`src/rtl/mac_pkg.sv`:
```
// rtl/mac_pkg.sv - shared state encoding, accumulator sizing and saturation limits for the dot-product MAC
package mac_pkg;

  typedef enum logic [1:0] {IDLE, ISSUE, DRAIN, DONE} state_t;

  // Wide enough that 2**addr_w full-scale products can never overflow.
  function automatic int acc_width(input int n, input int addr_w);
    return 2 * n + addr_w + 1;
  endfunction

  function automatic longint sat_hi(input int n);
    return (longint'(1) <<< (n - 1)) - 1;
  endfunction

  function automatic longint sat_lo(input int n);
    return -(longint'(1) <<< (n - 1));
  endfunction

endpackage

```
`src/rtl/mac_dot_acc.sv`:
```
// rtl/mac_dot_acc.sv - signed multiply, wide accumulate, Q rescale; MAC_DOT_SAT_EN selects clamping over wrap
module mac_dot_acc
  import mac_pkg::*;
#(
  parameter int N      = 16,
  parameter int Q      = 12,
  parameter int ADDR_W = 8
) (
  input  logic         clk,
  input  logic         sclr,
  input  logic         clr,
  input  logic         en,
  input  logic         load,
  input  logic [N-1:0] a_data,
  input  logic [N-1:0] b_data,
  output logic [N-1:0] result
);

  localparam int ACC_W = acc_width(N, ADDR_W);

  logic signed [2*N-1:0]   prod;
  logic signed [ACC_W-1:0] acc;
  logic signed [ACC_W-1:0] acc_next;
  logic [N-1:0]            result_next;

  assign prod = $signed(a_data) * $signed(b_data);

  always_comb begin
    acc_next = acc;
    if (clr)
      acc_next = '0;
    else if (en)
      acc_next = acc + ACC_W'(prod);
  end

  // Result is taken from acc_next so the final product lands in the same cycle DONE is entered.
`ifdef MAC_DOT_SAT_EN
  localparam logic signed [ACC_W-1:0] HI = ACC_W'(sat_hi(N));
  localparam logic signed [ACC_W-1:0] LO = ACC_W'(sat_lo(N));

  logic signed [ACC_W-1:0] scaled;

  assign scaled = acc_next >>> Q;

  always_comb begin
    result_next = scaled[N-1:0];
    if (scaled > HI)
      result_next = HI[N-1:0];
    else if (scaled < LO)
      result_next = LO[N-1:0];
  end
`else
  assign result_next = acc_next[Q+N-1:Q];
`endif

  always_ff @(posedge clk or posedge sclr) begin
    if (sclr) begin
      acc    <= '0;
      result <= '0;
    end else begin
      acc <= acc_next;
      if (load)
        result <= result_next;
    end
  end

endmodule

```
`src/rtl/mac_dot_sched.sv`:
```
// rtl/mac_dot_sched.sv - dot-product sequencer: FSM, operand address issue and result handshake
module mac_dot_sched
  import mac_pkg::*;
#(
  parameter int N      = 16,
  parameter int Q      = 12,
  parameter int ADDR_W = 8
) (
  input  logic              clk,
  input  logic              sclr,
  input  logic              start,
  input  logic [ADDR_W:0]   len,
  output logic              busy,
  output logic              rd_en,
  output logic [ADDR_W-1:0] rd_addr,
  input  logic [N-1:0]      a_data,
  input  logic [N-1:0]      b_data,
  output logic              out_valid,
  input  logic              out_ready,
  output logic [N-1:0]      result
);

  state_t          state;
  logic [ADDR_W:0] len_q;
  logic            rd_valid;
  logic            clr;
  logic            load;

  assign clr  = (state == IDLE) && start;
  assign load = (state == DRAIN) || (clr && (len == '0));

  always_ff @(posedge clk or posedge sclr) begin
    if (sclr) begin
      state     <= IDLE;
      len_q     <= '0;
      busy      <= 1'b0;
      rd_en     <= 1'b0;
      rd_addr   <= '0;
      rd_valid  <= 1'b0;
      out_valid <= 1'b0;
    end else begin
      rd_valid <= rd_en;
      case (state)
        IDLE: begin
          if (start) begin
            len_q <= len;
            busy  <= 1'b1;
            if (len == '0) begin
              state     <= DONE;
              out_valid <= 1'b1;
            end else begin
              state   <= ISSUE;
              rd_en   <= 1'b1;
              rd_addr <= '0;
            end
          end
        end
        ISSUE: begin
          if ({1'b0, rd_addr} == len_q - (ADDR_W + 1)'(1)) begin
            state <= DRAIN;
            rd_en <= 1'b0;
          end else begin
            rd_addr <= rd_addr + ADDR_W'(1);
          end
        end
        DRAIN: begin
          state     <= DONE;
          out_valid <= 1'b1;
        end
        DONE: begin
          if (out_ready) begin
            state     <= IDLE;
            out_valid <= 1'b0;
            busy      <= 1'b0;
          end
        end
        default: state <= IDLE;
      endcase
    end
  end

  mac_dot_acc #(
    .N     (N),
    .Q     (Q),
    .ADDR_W(ADDR_W)
  ) u_acc (
    .clk   (clk),
    .sclr  (sclr),
    .clr   (clr),
    .en    (rd_valid),
    .load  (load),
    .a_data(a_data),
    .b_data(b_data),
    .result(result)
  );

endmodule

```
`config.mk`:
```
export PLATFORM = sky130hd
export DESIGN_NAME = mac_dot_sched
export DESIGN_NICKNAME = d
export VERILOG_FILES = /design/src/rtl/mac_pkg.sv /design/src/rtl/mac_dot_acc.sv /design/src/rtl/mac_dot_sched.sv
export SDC_FILE = /design/constraint.sdc
export NUM_CORES = 1
export LEC_CHECK = 0
export BUFFER_PORTS_ARGS = -buffer_cell sky130_fd_sc_hd__buf_2
export CORE_UTILIZATION = 55
export CTS_CLUSTER_DIAMETER = 40
export DETAILED_ROUTE_END_ITERATION = 10
export GPL_ROUTABILITY_DRIVEN = 0
export HOLD_SLACK_MARGIN = 0.08
export PLACE_DENSITY_LB_ADDON = 0.3
export SYNTH_ARGS = -nofsm -noshare
export SYNTH_HDL_FRONTEND = slang
export SYNTH_SLANG_ARGS = --single-unit
```
`constraint.sdc`:
```
create_clock -name clk -period 5.5 [get_ports clk]
set_clock_uncertainty 0.15 [all_clocks]
set_input_delay 0.55 -clock clk [delete_from_list [all_inputs] [get_ports clk]]
set_output_delay 0.55 -clock clk [all_outputs]
set_load 0.02 [all_outputs]
```
* Yosys cells after proc, flatten, opt, wreduce, memory -nomap -nowiden
Index checks and enable logic that the tools add are counted.
** Operators by class
- Add/sub/neg operators :: 3
- Multiply operators :: 1
- Equal/unequal tests :: 10
- Mux-type cells :: 21
- Reduce and logical (&&, ||, !) cells :: 15
** Operator list (number)
- 41-bit 2-to-1 mux :: 2
- 41-bit by 32-bit adder with 41-bit output :: 1
- 16-bit by 16-bit multiplier with 32-bit output :: 1
- 8-bit 2-to-1 mux :: 3
- 8-bit case mux with 2 select lines :: 1
- 4-bit AND reduction :: 3
- 2-bit inequality test (second input constant) :: 5
- 8-bit by 9-bit == test with 1-bit output :: 1
- 9-bit zero test :: 1
- 9-bit by 1-bit subtractor with 9-bit output (second input constant) :: 1
- 8-bit by 1-bit adder with 8-bit output (second input constant) :: 1
- 2-bit 2-to-1 mux :: 4
- 2-bit case mux with 4 select lines :: 1
- 1-bit 2-to-1 mux :: 7
- 3-bit AND reduction :: 2
- 2-bit nonzero test :: 3
- 2-bit == test (second input constant) :: 2
- 1-bit case mux with 2 select lines :: 2
- 1-bit case mux with 3 select lines :: 1
- 3-bit nonzero test :: 1
- 2-bit by 1-bit == test with 1-bit output (second input constant) :: 1
- 1-bit logical AND :: 2
- 2-bit zero test :: 1
- 2-bit by 1-bit inequality test with 1-bit output (second input constant) :: 1
- 2 further kinds :: 2
** Word-level totals
- Register bits :: 80
- Input port bits :: 45
- Output and inout port bits :: 27
- Word-level logic and storage cells :: 60

* Logic depth before layout (Yosys ltp)
- Depth after elaboration :: 4
- Mapped depth :: 23
- Mapped depth without buffers :: 22

* Hierarchy
From an unflattened synthesis, not the netlist that was laid out.
** Second synthesis, totals
- Cells, all modules :: 1408
- Area, all modules :: 13168.9 µm²
** Modules (own cells, without submodules)
- mac_dot_acc :: instances 1, cells each 1252, area an instance 11662.4 µm², seq. area each 1101.1 µm²
- mac_dot_sched :: instances 1, cells each 156, area an instance 1506.4 µm², seq. area each 575.6 µm²

* Worst setup path before layout
Ideal clock, no wire load.
- Path type :: input -> register
- Start :: input b_data[2]
- End :: register u_acc.result[15]
- Library setup time :: 0.125 ns
- Arrival time :: 5.838 ns
- Required time :: 5.225 ns
- Setup slack :: -0.613 ns
- Cell stages on the path :: 22
- Path buffers :: 2
- Cell sequence :: clkbuf_1 -> and2_1 -> fa_1 -> inv_1 -> fa_1 -> fa_1 -> inv_1 -> fa_1 -> fa_1 -> inv_1 -> fa_1 -> inv_1 -> ha_1 -> clkbuf_1 -> and3_1 -> nand3_1 -> o221a_2 -> o31a_1 -> a2bb2oi_1 -> xnor2_1 -> o21ai_1 -> mux2_2
** On the way
- Cells in the longest elaborated chain, start to end :: 4
** RTL lines
- start, declared :: RTL line mac_dot_sched.sv:17 : input logic [N-1:0] b_data,
- 16-bit by 16-bit multiplier with 32-bit output :: RTL line mac_dot_acc.sv:26 : assign prod = $signed(a_data) * $signed(b_data);
- 41-bit by 32-bit adder with 41-bit output :: RTL line mac_dot_acc.sv:33 : acc_next = acc + ACC_W'(prod);
- 41-bit 2-to-1 mux :: RTL line mac_dot_acc.sv:32 : else if (en)
- 41-bit 2-to-1 mux :: RTL line mac_dot_acc.sv:30 : if (clr)
- net u_acc.acc_next[27] :: RTL line mac_dot_acc.sv:23 : logic signed [ACC_W-1:0] acc_next;
- end signal, assigned :: RTL line mac_dot_acc.sv:63 : result <= result_next;
- end, declared :: RTL line mac_dot_acc.sv:16 : output logic [N-1:0] result
The timed path passes the listed nets, and every way through them passes these cells. The select of a mux whose other input is x is not followed.
A chain may end at the register's enable or synchronous reset.

* Worst setup path after layout
- Start :: input a_data[7]
- End :: register u_acc.result[15]
** On the way
- Cells in the longest elaborated chain, start to end :: 4
** RTL lines
- start, declared :: RTL line mac_dot_sched.sv:16 : input logic [N-1:0] a_data,
- 16-bit by 16-bit multiplier with 32-bit output :: RTL line mac_dot_acc.sv:26
- 41-bit by 32-bit adder with 41-bit output :: RTL line mac_dot_acc.sv:33
- 41-bit 2-to-1 mux :: RTL line mac_dot_acc.sv:32
- 41-bit 2-to-1 mux :: RTL line mac_dot_acc.sv:30
- net u_acc.acc_next[27] :: RTL line mac_dot_acc.sv:23
The timed path passes the listed nets, and every way through them passes these cells. The select of a mux whose other input is x is not followed.

==> flow_metrics.py <==
metrics = {
    "setup_path": {
        "cpPeakStageDelay_ps": 570,
        "cpLargestDelayFamily": "adder cells",
        "cp_max_fo": 10,
        "rr_startpoint": "u_acc.acc[3]$_DFFE_PP0P_",
        "crit_type": "in -> reg",
        "cp_common_cell": "fa_1",
        "worstSetupStartpointType": "input port",
        "cp-startpoint": "a_data[7]",
        "crit_chain": "buf_8 > buf_4 > and2_4 > fa_1 > inv_2 > fa_1 > inv_1 > ha_2 > fa_1 > fa_1 > inv_1 > fa_1 > inv_2 > ha_4 > o21a_1 > o21ai_0 > or3_4 > o31a_1 > a2bb2oi_2 > xnor2_1 > o21ai_1 > mux2_4",
        "endpoint_kind": "flip-flop",
        "crit_arrival_ps": 5840,
        "rr_worst_depth": 20,
        "rrSetupSlack_ps": 320,
        "cpMaxStageDelayCell": "fa_1",
        "r2r-end": "u_acc.result[9]$_DFFE_PP0P_",
        "crit_required_ps": 5560,
        "crit_buf_inv": 6,
    },
    "floorplanning": {
        "dieWidth_microns": 156.7,
        "pin_count": 72,
        "die_h_microns": 156.7,
        "num_rows": 56,
        "coreArea_sq_um": 23470,
        "dieArea_sq_um": 24570,
        "start_util_pct": 56.10,
    },
    "min_path": {
        "hold_start": "len[7]",
        "min_path_type": "in -> reg",
        "hold-path-endpoint": "len_q[7]$_DFFE_PP0P_",
        "whs_path_depth": 3,
    },
    "sta": {
        "fin_hold_ws_ps": 276.1,
        "hold_violations": 0,
        "fin_ws_ps": -273.1,
        "post-route-min-period_ps": 5773,
        "worstMarginPinSlew_ps": 1162,
        "period_share_pct": 105.0,
        "drv_slew": 0,
        "rsz0062_at_grt": "true",
        "setup_viol": 23,
        "max_freq_mhz": 173.2,
        "slew_headroom_pct": 22.53,
    },
    "cts": {
        "cts-root-buf": "clkbuf_16",
        "path_clk_slew_ps": 60,
        "cts_buffer_depth": 2,
        "insertion_delay_ps": 330,
        "cts_buffers": 9,
        "cts_max_level": 3,
        "numClockSinks": 67,
        "cts_tree": "done",
    },
    "logic_synthesis": {
        "yosysMostFrequentCell": "inv_1",
        "synth_top_area_share_pct": 38.76,
        "synthArstFlopShare_pct": 100.0,
        "synth-compound-area-share_pct": 7.097,
        "netlist_area_sq_um": 13170,
        "synth_cells": 1435,
        "synth_nets": 1830,
        "yosysSeqAreaShare_pct": 12.73,
        "yosys.area_share.simple_pct": 15.24,
        "synth-xor-area-share_pct": 3.762,
        "synthAdderAreaFrac_pct": 47.79,
        "ys_warn_count": 0,
        "synth.distinct_cells": 65,
        "ys_ff_latch": 67,
        "synthTopCellsByCount": "342 x inv_1, 255 x fa_1, 178 x nand2_1",
        "synthTopCellsByArea": "fa_1 39%, dfrtp_1 13%, inv_1 9.7%",
        "synthFlopType": "dfrtp_1",
        "synth_top_family_by_area": "adder cells",
        "avgSynthCellArea_sq_um": 9.177,
        "yosys.area.top_type": "fa_1",
        "synth_mux_area_share_pct": 1.986,
        "synth_edf_count": 0,
    },
    "layout": {
        "final_cell_area_sq_um": 15910,
        "diodes": 0,
        "nets": 2012,
        "nFillCells": 1802,
        "drive_above_1_share_pct": 22.93,
        "syn_to_final_growth_pct": 20.84,
    },
    "flow_run": {
        "max_cap_viol_count": 0,
    },
    "grt": {
        "grt_pass1_wl_microns": 53550,
        "antenna_found_initial": 0,
        "grt_max_degree": 68,
        "grt.overflow.total": 0,
        "gr-usage-all-layers_pct": 27.96,
        "first_global_vias": 10670,
    },
    "drt": {
        "wire_per_inst_microns": 16.14,
        "drc": 0,
        "num_vias": 9966,
        "wl_microns": 31340,
        "dr.first_iter.drc_count": 549,
        "avgViaCountPerCell": 5.134,
        "first_pass_iters": 6,
        "final_antenna_net_count": 0,
    },
    "outcome": {
        "violations": "setup timing",
        "outcome": "finished with violations",
    },
    "placed_design": {
        "placed_area_sq_um": 15110,
        "io_buffer_count": 71,
        "place_ws_ps": -861.6,
        "hpwl_microns": 26350,
    },
}
## logic make-up after synthesis
kind of cell    after synthesis
fa+ha+maj                   350
buf+inv                     395
compound gates              136
simple gates                407
xor+xnor                     55
flops                        67
mux                          25
## registers in the layout, indices dropped and copies added (netlist names)
register and count:
out_valid 1, u_acc.acc 28, busy 1, rd_en 1, rd_valid 1, u_acc.result 16
len_q 9, state 2, rd_addr 8
## routing by layer
metal / vias up / GRT usage (%) / wire length, microns
li1: 4658 / - / -
met1: 4990 / 39.45 / 14080
met2: 273 / 46.07 / 15220
met3: 45 / 3.434 / 1431
met4: 0 / 6.489 / 606
met5: - / 0 / 0
## repair_timing
| action | in CTS | in global routing |
|---|---|---|
| gates resized for setup | 49 | 81 |
| endpoints found under the setup margin | 26 | 30 |
| gates cloned | 0 | 1 |
| buffers inserted | 5 | 7 |
| hold buffers | 0 | 0 |
| pin swaps | 21 | 55 |
## worst max path at each step
| stage | endpoint | depth (start not counted) |
|---|---|---|
| floorplan | u_acc.result[11]$_DFFE_PP0P_ | 22 |
| global placement | u_acc.result[8]$_DFFE_PP0P_ | 23 |
| detailed placement | u_acc.result[8]$_DFFE_PP0P_ | 23 |
| global route | u_acc.result[15]$_DFFE_PP0P_ | 22 |
| finish | u_acc.result[15]$_DFFE_PP0P_ | 22 |
| CTS | u_acc.result[11]$_DFFE_PP0P_ | 20 |
## layout make-up
class	instances	area [sq um]	area share, %
Clock buffer	11	232.7	1.462
Clock inverter	5	53.80	0.3381
Inverter	344	1295	8.138
Multi-Input combinational cell	973	10500	65.95
Sequential cell	67	1677	10.54
Tap cell	319	399.1	2.508
Timing Repair Buffer	222	1760	11.06
## cells in the final DEF, fill, tap and decap left out, types with 20 or more instances in the layout
master	netlist	layout
nor2_1	48	47
buf_4	0	142
ha_1	95	75
dfrtp_1	67	67
inv_1	342	320
fa_1	255	240
xnor2_1	43	41
inv_2	1	22
buf_2	1	52
o21ai_0	28	20
nand2_1	178	171
and2_1	133	119
## per-stage QoR
step,setup TNS [ps],util [%],std cells
after CTS,-4525,66.43,1933
after global placement,-14720,64.38,1912
after detailed placement,-17210,64.38,1912
after floorplan,-2342,-,1435
after global routing,-7615,67.79,1941
final,-3790,67.79,1941
## worst min-delay path: cells and delay by family
family                 cells  cell delay, ps
buffers and inverters      1              90
and+or+nand+nor            2              90
Power is not shown: default switching activity piles up to over one toggle a cycle in this logic, so the estimate is an artifact.
